==> src/rtl/rr_arbiter4.sv <==
// Four-way round-robin arbiter with registered one-hot grant and owner-driven release.
// Optional forced release after TIMEOUT_CYC grant cycles when ARB_TIMEOUT_EN is defined.
module rr_arbiter4 #(
  parameter int TIMEOUT_CYC = 15
) (
  input  logic       clk,
  input  logic       rst_n,
  input  logic [3:0] req,
  input  logic       done,
  output logic [3:0] grant,
  output logic [1:0] grant_idx,
  output logic       grant_valid,
  output logic       timeout
);

  // state | meaning
  // IDLE  | no owner; arbitrate among req starting after last_idx
  // GRANT | grant_idx owns the resource until done, req drop or timeout
  typedef enum logic {IDLE = 1'b0, GRANT = 1'b1} state_t;

  state_t     state, state_nxt;
  logic [1:0] last_idx, last_idx_nxt;
  logic [3:0] grant_nxt;
  logic [1:0] grant_idx_nxt;
  logic       grant_valid_nxt;
  logic [1:0] sel_idx;
  logic       sel_found;
  logic       force_rel;

  if (TIMEOUT_CYC < 2 || TIMEOUT_CYC > 15) begin : g_bad_timeout
    $error("rr_arbiter4: TIMEOUT_CYC must be within 2..15");
  end

  // Rotating search: offsets 1..4 from last_idx, so the previous owner is tried last.
  always_comb begin
    logic [1:0] cand;
    sel_idx   = 2'd0;
    sel_found = 1'b0;
    cand      = 2'd0;
    for (int k = 1; k <= 4; k++) begin
      cand = last_idx + 2'(k);
      if (!sel_found && req[cand]) begin
        sel_found = 1'b1;
        sel_idx   = cand;
      end
    end
  end

  always_comb begin
    state_nxt       = state;
    grant_nxt       = grant;
    grant_idx_nxt   = grant_idx;
    grant_valid_nxt = grant_valid;
    last_idx_nxt    = last_idx;
    case (state)
      IDLE: begin
        if (sel_found) begin
          state_nxt       = GRANT;
          grant_nxt       = 4'b0001 << sel_idx;
          grant_idx_nxt   = sel_idx;
          grant_valid_nxt = 1'b1;
        end
      end
      GRANT: begin
        if (done || !req[grant_idx] || force_rel) begin
          state_nxt       = IDLE;
          grant_nxt       = 4'b0000;
          grant_idx_nxt   = 2'd0;
          grant_valid_nxt = 1'b0;
          last_idx_nxt    = grant_idx;
        end
      end
      default: state_nxt = IDLE;
    endcase
  end

  always_ff @(posedge clk or negedge rst_n) begin
    if (!rst_n) begin
      state       <= IDLE;
      grant       <= 4'b0000;
      grant_idx   <= 2'd0;
      grant_valid <= 1'b0;
      last_idx    <= 2'd3;
    end else begin
      state       <= state_nxt;
      grant       <= grant_nxt;
      grant_idx   <= grant_idx_nxt;
      grant_valid <= grant_valid_nxt;
      last_idx    <= last_idx_nxt;
    end
  end

`ifdef ARB_TIMEOUT_EN
  localparam logic [3:0] LIMIT = 4'(TIMEOUT_CYC - 1);

  logic [3:0] cnt, cnt_nxt;
  logic       timeout_nxt;

  assign force_rel = (state == GRANT) && (cnt == LIMIT);

  // Counter sits at zero in IDLE so it starts from zero on every grant entry.
  always_comb begin
    cnt_nxt     = 4'd0;
    timeout_nxt = 1'b0;
    if (state == GRANT) begin
      cnt_nxt     = cnt + 4'd1;
      timeout_nxt = force_rel && !done && req[grant_idx];
    end
  end

  always_ff @(posedge clk or negedge rst_n) begin
    if (!rst_n) begin
      cnt     <= 4'd0;
      timeout <= 1'b0;
    end else begin
      cnt     <= cnt_nxt;
      timeout <= timeout_nxt;
    end
  end
`else
  assign force_rel = 1'b0;
  assign timeout   = 1'b0;
`endif

endmodule

==> config.mk <==
export PLATFORM = sky130hd
export DESIGN_NAME = rr_arbiter4
export DESIGN_NICKNAME = d
export VERILOG_FILES = /design/src/rtl/rr_arbiter4.sv
export SDC_FILE = /design/constraint.sdc
export NUM_CORES = 1
export LEC_CHECK = 0
export CAP_MARGIN = 10
export CORE_ASPECT_RATIO = 1.4
export CORE_MARGIN = 4
export CORE_UTILIZATION = 31
export DETAILED_ROUTE_END_ITERATION = 6
export GPL_TIMING_DRIVEN = 0
export PLACE_DENSITY = 0.66
export REMOVE_ABC_BUFFERS = 1
export SETUP_SLACK_MARGIN = 0.02
export SKIP_LAST_GASP = 1
export SYNTH_ARGS = -nofsm -noshare
export SYNTH_HDL_FRONTEND = slang
export SYNTH_SLANG_ARGS = --single-unit
==> constraint.sdc <==
create_clock -name clk -period 1.43 [get_ports clk]
set_clock_uncertainty 0.15 [all_clocks]
set_input_delay 0.429 -clock clk [delete_from_list [all_inputs] [get_ports clk]]
set_output_delay 0.429 -clock clk [all_outputs]
set_load 0.02 [all_outputs]
==> results by group <==
Logic synthesis
  • Synth Area in Simple Gates: 0.197
  • Synth Area in Compound Gates: 0.212
  • Post-synthesis mux area share: 0.105
  • Post-synthesis cell area: about 570 µm²
  • Synth area leaders: dfrtp_1 (35%), dfstp_2 (9.2%), mux2i_1 (5.2%), mux2_4 (5.2%), o221ai_4 (4.6%)
  • Count of cell types in the netlist: 27
  • Post-synthesis adder-cell area fraction: 0
  • Post-synthesis sequential area ratio: 0.441
  • Syn avg cell area: between 10 and 15 µm²
  • Top cell type's share of synthesized area: 0.349
  • Synth Area in XOR/XNOR: 0
  • Ys Warns: 0
  • Combinational family with the most area after synthesis: compound AO/OA/AOI/OAI gates
  • Largest area contributor in the netlist: dfrtp_1
  • Synthesized instance count: 52
  • Yosys reg bits: 10

Route
  • First DRT Iteration DRCs: 5
  • WL/cell: 15.3 µm
  • Post-DRT Antenna Nets: 0
  • DRT Wirelength: approximately 1500 µm
  • # DRC: 0
  • Vias per inst: 5.38
  • Via count: around 510
  • DRT Pass-1 Iters: 4

Global route
  • First-pass GRT wire length: ~2300 µm
  • Initial antenna violation count: 0
  • Largest net degree at the start of global routing: 11
  • Gr ovfl total: 0
  • GRT Overall Usage: 0.123
  • Vias in the first global route: between 500 and 600

Clocking
  • Clock transition at the registers of the reported paths: approximately 70 ps
  • Worst-Skew Late Latency: around 260 ps
  • CTS Buffer Depth: 2
  • Number of H-tree levels: 1
  • CTS tree: done
  • Clock root cell: clkbuf_4
  • Sink Count: 10
  • CTS Buf Count: 3
  • Hold_buf cts: 0

Flow run
  • Max Cap Viol: 0

Place
  • Cell area after placement: ~700 µm²
  • PortBufs: 13
  • DP Worst Slack: -758 ps
  • Placed Cells: slightly above 80
  • Detail Placement HPWL: 855 µm
  • GP Congestion: about 0.66

Timing
  • RSZ-0062 raised after global routing: true
  • Final slew viol count: 0
  • Final period utilization: 1.08
  • Minimum clock period: 1540 ps
  • Setup violations, final: 11
  • Hold Vio Cnt, Final: 0
  • Peak Freq: 649 MHz
  • Sum of negative setup slack: -746 ps
  • Worst setup margin: -111 ps

Status
  • Failing checks: negative setup slack
  • Status: finished with violations

Floorplan
  • Die Footprint: about 0.0026 mm²
  • Die Wd: ~44 µm
  • Top Ports: 15
  • Core area: approximately 0.0018 mm²
  • Num rows: 18
  • Die height: 58.9 µm
  • Initial Util: 0.326

Power and ir drop
  • P_leak: ~0.36 nW
  • Total power: ~1.8 mW
  • VDD IR max: between 1 and 1.5 mV
  • PwrDens: approximately 2100 mW/mm²

Cells and area
  • Share of layout cells above drive strength 1: 0.560
  • Fin cells: 95
  • Final nets: 83
  • N_diodes: 0
  • Synthesis-to-finish area growth: 47.4%
  • Fin area: 845 µm²
  • Filler cell count in the final layout: between 150 and 200

Setup path
  • CP Launch Type: flip-flop
  • Crit path DAT: approximately 1600 ps
  • CP Class: flip-flop to flip-flop
  • Critical Path End Type: flip-flop
  • Data required time of the worst path: approximately 1500 ps
  • Worst-path fanout max: 5

Worst hold path
  • Worst min path class: primary input to asynchronous set/reset pin
[synthesized netlist by cell type]
master    instances
o221ai_4          1
a21o_2            1
buf_6             1
nor2_2            1
and2_1            1
or2_1             2
mux2_4            2
nor2_1            2
dfrtp_1           8
o21ai_0           2
nand3b_1          1
buf_4             1
nand2b_1          4
a21boi_0          2
nand2_1           4
inv_1             1
o31ai_1           1
o22a_1            1
o21ai_2           1
mux2i_1           3
nand3_1           4
conb_1            1
dfstp_2           2
a21bo_2           1
nor4_2            1
a31oi_1           1
a32o_1            2
[logic make-up (layout without fill, tap and decap cells)]
kind of cell    after synthesis  count (layout)
other cells                   1               1
flops                        10              10
buf+inv                       3              24
compound gates               13              14
mux                           5               5
simple gates                 20              21
[worst max-delay path, stage by stage, from the launching register on]
cell and delay [ps]:
dfrtp_2 470, mux2i_4 240, o221ai_4 280, mux2_4 330
[cell usage in the layout (no fill, tap or decap), types with 3 or more instances in the layout]
cell and instances:
nand3_1 4, clkbuf_4 3, nand2_1 4, buf_2 7
buf_4 6, dfrtp_1 7, nand2b_1 3
[power by group]
part,switching (mW),internal [mW],leakage [nW]
clock network,0.100,0.155,0.0210
registers,0.155,0.434,0.121
logic,0.466,0.482,0.223
total,0.721,1.07,0.365
[path summary, 6_finish.rpt]
kind | start | to | slack, ps | cells after the start
worst max-delay path | grant_idx[1] | last_idx[0] | -110 | 3
worst min-delay path | rst_n | grant[2] | 320 | 1
worst max register to register | grant_idx[1] | last_idx[0] | -110 | 3
worst min register to register | grant_valid | grant_valid | 330 | 2
max in group asynchronous | rst_n | last_idx[1] | 480 | 1
min in group clk | grant_valid | grant_valid | 330 | 2
[layout make-up]
cell class	count	area (µm²)	area share
clock buffers	4	36.3	0.0430
inverters	1	3.75	0.00444
multi-input cells	41	382	0.452
flip-flops and latches	10	254	0.301
well taps	20	25.0	0.0296
repair buffers	19	144	0.170
[sequential cells by signal, indices dropped and copies added (netlist names)]
name / cells
grant: 4
grant_idx: 2
grant_valid: 1
last_idx: 2
state: 1
[metal layers]
layer | track usage | share of wire | up-vias
li1 | - | - | 241
met1 | 0.138 | 0.40 | 254
met2 | 0.204 | 0.53 | 10
met3 | 0.0367 | 0.030 | 6
met4 | 0.0647 | 0.040 | 0
met5 | 0 | 0 | -
[timing repair]
| action | 4_1_cts | 5_1_grt |
|---|---|---|
| setup buffers | 4 | 2 |
| cloned | 2 | 0 |
| resized for setup | 59 | 4 |
| setup endpoints to repair | 17 | 13 |
| pin swaps | 6 | 3 |
[through the flow]
step / hold slack, ps / utilization
after floorplan: -16.6 / -
after global placement: 313 / 0.404
after detailed placement: 314 / 0.404
after CTS: 326 / 0.472
after global routing: 353 / 0.481
final: 318 / 0.481
Note: power is estimated with default switching activity, not from simulation.
